**config.mk**
```make
export PLATFORM = sky130hd
export DESIGN_NAME = store_narrower
export DESIGN_NICKNAME = d
export VERILOG_FILES = /design/src/rtl/haze_mem_pkg.sv /design/src/rtl/store_lane_aligner.sv /design/src/rtl/store_narrower.sv
export SDC_FILE = /design/constraint.sdc
export NUM_CORES = 1
export LEC_CHECK = 0
export CAP_MARGIN = 20
export CORE_AREA = 2 2 151 153
export DETAILED_ROUTE_END_ITERATION = 12
export DIE_AREA = 0 0 153 155
export MAX_ROUTING_LAYER = met4
export PLACE_DENSITY = 0.53
export SYNTH_ARGS = -nofsm -noshare
export SYNTH_HDL_FRONTEND = slang
export SYNTH_HIERARCHICAL = 1
export SYNTH_SLANG_ARGS = --single-unit
```
**constraint.sdc**
```tcl
create_clock -name i_CLK -period 3.3 [get_ports i_CLK]
set_input_delay 0.495 -clock i_CLK [delete_from_list [all_inputs] [get_ports i_CLK]]
set_output_delay 0.495 -clock i_CLK [all_outputs]
set_load 0.01 [all_outputs]
```
**src/rtl/haze_mem_pkg.sv**
```systemverilog
// Shared memory-path types for the store narrower and related load/store blocks.
package haze_mem_pkg;

  typedef enum logic [1:0] {
    SIZE_BYTE = 2'b00,
    SIZE_HALF = 2'b01,
    SIZE_WORD = 2'b10,
    SIZE_RSVD = 2'b11
  } mem_size_t;

  typedef enum logic [1:0] {
    S_IDLE  = 2'b00,
    S_BEAT0 = 2'b01,
    S_BEAT1 = 2'b10
  } store_state_t;

  localparam int BYTES_PER_WORD = 4;

endpackage

```
**src/rtl/store_lane_aligner.sv**
```systemverilog
// Combinational truncate-and-shift of a store value into an 8-byte (two-word) lane window.
module store_lane_aligner
  import haze_mem_pkg::*;
(
  input  logic [1:0]  offset,
  input  logic [1:0]  size,
  input  logic [31:0] data,
  output logic [7:0]  mask,
  output logic [63:0] data_out
);

  logic [7:0]  base_mask;
  logic [63:0] trunc;
  logic [63:0] shifted;

  always_comb begin
    base_mask = 8'h00;
    trunc     = 64'h0;
    case (mem_size_t'(size))
      SIZE_BYTE: begin
        base_mask = 8'h01;
        trunc     = {56'h0, data[7:0]};
      end
      SIZE_HALF: begin
        base_mask = 8'h03;
        trunc     = {48'h0, data[15:0]};
      end
      SIZE_WORD: begin
        base_mask = 8'h0F;
        trunc     = {32'h0, data};
      end
      default: begin
        base_mask = 8'h00;
        trunc     = 64'h0;
      end
    endcase
  end

  assign mask    = base_mask << offset;
  assign shifted = trunc << {offset, 3'b000};

  // Disabled lanes are forced to zero so memory never sees stale register bits.
  genvar gi;
  generate
    for (gi = 0; gi < 8; gi++) begin : g_lane
      assign data_out[8*gi +: 8] = mask[gi] ? shifted[8*gi +: 8] : 8'h00;
    end
  endgenerate

endmodule

```
**src/rtl/store_narrower.sv**
```systemverilog
// Store-path narrower: truncates, lane-aligns and splits stores into word write beats.
// Optional: HAZE_STORE_MISALIGN_TRAP_EN rejects word-crossing stores with o_Fault.
module store_narrower
  import haze_mem_pkg::*;
#(
  parameter int DATA_WIDTH = 32,
  parameter int ADDR_WIDTH = 32
) (
  input  logic                  i_CLK,
  input  logic                  i_RST,
  input  logic                  i_ReqValid,
  output logic                  o_ReqReady,
  input  logic [ADDR_WIDTH-1:0] i_Address,
  input  logic [DATA_WIDTH-1:0] i_Data,
  input  logic [1:0]            i_Size,
  output logic                  o_MemValid,
  input  logic                  i_MemReady,
  output logic [ADDR_WIDTH-1:0] o_MemAddress,
  output logic [DATA_WIDTH-1:0] o_MemData,
  output logic [3:0]            o_MemByteEnable,
  output logic                  o_Done,
  output logic                  o_Fault
);

  if (DATA_WIDTH != 32) begin : g_width_check
    $error("store_narrower supports DATA_WIDTH = 32 only");
  end

  store_state_t          state;
  logic [3:0]            hi_mask;
  logic [DATA_WIDTH-1:0] hi_data;

  logic [7:0]  lane_mask;
  logic [63:0] lane_data;
  logic        accept;
  logic        crosses;
  logic        reject;

  store_lane_aligner u_aligner (
    .offset   (i_Address[1:0]),
    .size     (i_Size),
    .data     (i_Data),
    .mask     (lane_mask),
    .data_out (lane_data)
  );

  assign o_ReqReady = (state == S_IDLE) && !i_RST;
  assign accept     = i_ReqValid && o_ReqReady;
  assign crosses    = |lane_mask[7:4];

`ifdef HAZE_STORE_MISALIGN_TRAP_EN
  assign reject = (mem_size_t'(i_Size) == SIZE_RSVD) || crosses;
`else
  assign reject = (mem_size_t'(i_Size) == SIZE_RSVD);
`endif

  always_ff @(posedge i_CLK or posedge i_RST) begin
    if (i_RST) begin
      state           <= S_IDLE;
      o_MemValid      <= 1'b0;
      o_MemAddress    <= '0;
      o_MemData       <= '0;
      o_MemByteEnable <= 4'h0;
      o_Done          <= 1'b0;
      o_Fault         <= 1'b0;
      hi_mask         <= 4'h0;
      hi_data         <= '0;
    end else begin
      o_Done  <= 1'b0;
      o_Fault <= 1'b0;
      case (state)
        S_IDLE: begin
          if (accept) begin
            if (reject) begin
              o_Fault <= 1'b1;
            end else begin
              state           <= S_BEAT0;
              o_MemValid      <= 1'b1;
              o_MemAddress    <= {i_Address[ADDR_WIDTH-1:2], 2'b00};
              o_MemData       <= lane_data[31:0];
              o_MemByteEnable <= lane_mask[3:0];
              hi_mask         <= crosses ? lane_mask[7:4] : 4'h0;
              hi_data         <= lane_data[63:32];
            end
          end
        end
        S_BEAT0: begin
          if (i_MemReady) begin
            if (hi_mask != 4'h0) begin
              // Keep o_MemValid high: the second beat follows with no bubble.
              state           <= S_BEAT1;
              o_MemAddress    <= o_MemAddress + ADDR_WIDTH'(BYTES_PER_WORD);
              o_MemData       <= hi_data;
              o_MemByteEnable <= hi_mask;
            end else begin
              state           <= S_IDLE;
              o_MemValid      <= 1'b0;
              o_MemAddress    <= '0;
              o_MemData       <= '0;
              o_MemByteEnable <= 4'h0;
              o_Done          <= 1'b1;
            end
          end
        end
        S_BEAT1: begin
          if (i_MemReady) begin
            state           <= S_IDLE;
            o_MemValid      <= 1'b0;
            o_MemAddress    <= '0;
            o_MemData       <= '0;
            o_MemByteEnable <= 4'h0;
            o_Done          <= 1'b1;
          end
        end
        default: begin
          state      <= S_IDLE;
          o_MemValid <= 1'b0;
        end
      endcase
    end
  end

endmodule
```
==> out/results.tsv <==
metric	value	unit
least setup slack across all paths after layout	0.759	ns
synthesis warning total	6	
remaining global-route overflow	0	
achievable clock frequency	394	MHz
area of the core region	22200	um2
met3 WL	1170	um
register clock-pin slew on the reported worst setup and hold paths	0.08	ns
average wire per cell in the routed design	19.0	um
worst min-delay path class	reg2reg	
number of buffers between clock root and the deepest sink	2	
number of design-rule violations left by the first detailed-router iteration	456	
worst relative slew slack	33.0	%
layout cells sized above 1	10.9	%
part of the cycle the worst path needs	77.0	%
Setup violations, final	0	
Pwr Density	744	nW/um2
placed cell area	8150	um2
width of the die	153	um
Port Buffers	139	
start point of the critical path	state[1]	
area added between synthesis and finish	28.5	%
max capacitance violation total	0	
startpoint of the lowest-slack register-to-register path	state[1]	
vias	5904	
top cell types by occurrence after synthesis	107 x sky130_fd_sc_hd__dfrtp_1, 64 x sky130_fd_sc_hd__nand2_1, 52 x sky130_fd_sc_hd__a21oi_1, 52 x sky130_fd_sc_hd__and3_1, 51 x sky130_fd_sc_hd__nor2_1	
die footprint	23700	um2
antenna viol nets, final	0	
data arrival time of the critical path	2.82	ns
DRC viols	0	
Post-synth ARST share	100	%
clock latency at the later pin of the worst-skew pair	0.36	ns
Worst Path Required	3.58	ns
Critical Path Sink Type	flip-flop	
largest net degree at the start of global routing	73	
dominant cell type by area after synthesis	sky130_fd_sc_hd__dfrtp_1	
n_diodes	0	
effective utilization at floorplan	29.5	%
met2 routed wirelength	9860	um
synthesized instance count	733	
Avg Synthesized Cell Area	8.95	um2
DR vias/cell	5.23	
Worst setup SP type	flip-flop	
detailed-routing iteration count for the pre-antenna-repair pass	5	
TritonCTS clock tree	built	
post-route standard cell area excluding fillers	8430	um2
postcts setup bufs	0	
critical path fanouts, max	28	
detailed placer's ending HPWL	15600	um
Hold Vio Cnt, Final	0	
Slew @ Worst Pin	1.01	ns
dominant cell by count in the synthesized netlist	sky130_fd_sc_hd__dfrtp_1	
combined global-route utilization of all metal layers	18.8	%
cts bufs inserted	9	
total routed wire length on the met1 layer	10100	um
flip-flop and latch count after synthesis	107	
initial antenna violation count	0	
highest ir drop seen on vdd	0.405	mV
clock root cell	sky130_fd_sc_hd__clkbuf_16	
unrepaired setup endpoints after global routing	false	
RePlAce Congestion	0.881	
proportion of synthesized chip area in sequential cells	40.8	%
Nets	918	
Top Metal Used	met4	
first-pass GRT wire length	33900	um
status	finished clean	
number of enable flip-flop cells after synthesis	0	
accumulated negative setup slack	0	ns
origin of the worst min-delay path	o_MemData[3]	
minimum clock period	2.54	ns
max-slew violation count	0	
CTS Sinks	107	
leakage power total	0.00367	uW
floorplan die height	155	um
worst-case clock skew	0.00735	ns
Place WS	0.488	ns
FILL cells	2287	
vias in the first global route	5769	
CTS Hold Buffers Added	0	
count of unique library cells instantiated by Yosys	61	
Post-Syn Area	6560	um2
I/O pin cnt	142	
Synth area leaders	sky130_fd_sc_hd__dfrtp_1 41%, sky130_fd_sc_hd__mux2_2 6.2%, sky130_fd_sc_hd__and3_1 5.0%	
Routed Wire Length	21500	um
post_cts resized	0	
Top FF cell, synth	sky130_fd_sc_hd__dfrtp_1	
Site Rows	55	
CP Class	reg2reg	
Max H-tree Level	3	
proportion of netlist area held by the largest area contributor	40.8	%
path summary, 6_finish.rpt:
check                      cells after the start            to  slack (ns)
hold / removal                                 2  o_MemData[3]        0.48
min in group asynchronous                      3       o_Fault        0.67
setup reg to reg                               7  o_MemData[3]        0.76
setup / recovery                               7  o_MemData[3]        0.76
hold reg to reg                                2  o_MemData[3]        0.48
max in group asynchronous                      4  o_MemData[5]        1.32
routing by layer:
layer,global-route usage [%],vias up
met4,4.14,0
met5,-,-
met2,28.8,203
met3,3.37,22
li1,-,2854
met1,26.1,2825
metrics by stage:
step | utilization (%) | total power [uW] | hold WS [ns] | cells
after global placement | 36.7 | 5210 | 0.466 | 1112
final | 37.9 | 6280 | 0.476 | 1128
after floorplan | - | 3960 | 0.471 | 742
after CTS | 37.9 | 6360 | 0.488 | 1128
after global routing | 37.9 | 6760 | 0.510 | 1128
after detailed placement | 36.7 | 5260 | 0.470 | 1112
sequential cells by signal, indices dropped and copies added, names as in the netlist:
name,count
hi_data,32
o_MemAddress,30
hi_mask,4
o_MemByteEnable,4
o_MemData,32
o_Done,1
state,2
o_MemValid,1
o_Fault,1
cell usage in the layout, fill, tap and decap left out, types with 10 or more instances in the layout:
master,n
sky130_fd_sc_hd__nor2_1,51
sky130_fd_sc_hd__and3b_1,11
sky130_fd_sc_hd__and2_1,11
sky130_fd_sc_hd__a21oi_1,52
sky130_fd_sc_hd__mux2i_1,11
sky130_fd_sc_hd__and3_1,52
sky130_fd_sc_hd__buf_4,14
sky130_fd_sc_hd__o21ai_1,37
sky130_fd_sc_hd__mux2_2,36
sky130_fd_sc_hd__ha_1,10
sky130_fd_sc_hd__a32oi_1,19
sky130_fd_sc_hd__a22oi_1,16
sky130_fd_sc_hd__nand3_1,17
sky130_fd_sc_hd__inv_1,21
sky130_fd_sc_hd__o21ai_0,36
sky130_fd_sc_hd__clkdlybuf4s50_1,139
sky130_fd_sc_hd__o22ai_1,12
sky130_fd_sc_hd__dfrtp_1,107
sky130_fd_sc_hd__nand2_1,63
sky130_fd_sc_hd__conb_1,11
power by group:
| group | leakage, uW | internal [uW] | switching, uW | total, uW |
|---|---|---|---|---|
| Clock | 0.000133 | 524 | 550 | 1070 |
| Combinational | 0.00213 | 1290 | 1730 | 3020 |
| Sequential | 0.00141 | 1750 | 439 | 2190 |
| Total | 0.00367 | 3560 | 2720 | 6280 |
cells by family (layout without fill, tap and decap cells):
logic type	after synthesis	count (layout)	share of synthesized area (%)
multiplexers	47	47	7.86
AO/OA/AOI/OAI	211	211	20.2
AND/OR/NAND/NOR	263	263	22.3
flip-flops	107	107	40.8
adder cells (fa/ha/maj)	10	10	1.91
buffers and inverters	93	194	6.81
other	2	11	0.114
critical path: stages (launching register included):
cell,delay (ns)
sky130_fd_sc_hd__dfrtp_1,0.42
sky130_fd_sc_hd__inv_1,0.09
sky130_fd_sc_hd__ha_1,0.35
sky130_fd_sc_hd__and2_1,0.86
sky130_fd_sc_hd__buf_4,0.30
sky130_fd_sc_hd__and3_1,0.16
sky130_fd_sc_hd__a21oi_1,0.07
sky130_fd_sc_hd__o21ai_0,0.20
cell type report:
| class | instances | area, um2 | share of cell area [%] |
|---|---|---|---|
| repair buffers | 155 | 1540 | 18.2 |
| flip-flops and latches | 107 | 2680 | 31.8 |
| clock buffers | 9 | 225 | 2.67 |
| multi-input cells | 542 | 3490 | 41.4 |
| clock inverters | 7 | 58.8 | 0.697 |
| well taps | 285 | 357 | 4.23 |
| inverters | 23 | 90.1 | 1.07 |
Note: power is estimated with default switching activity, not from simulation.
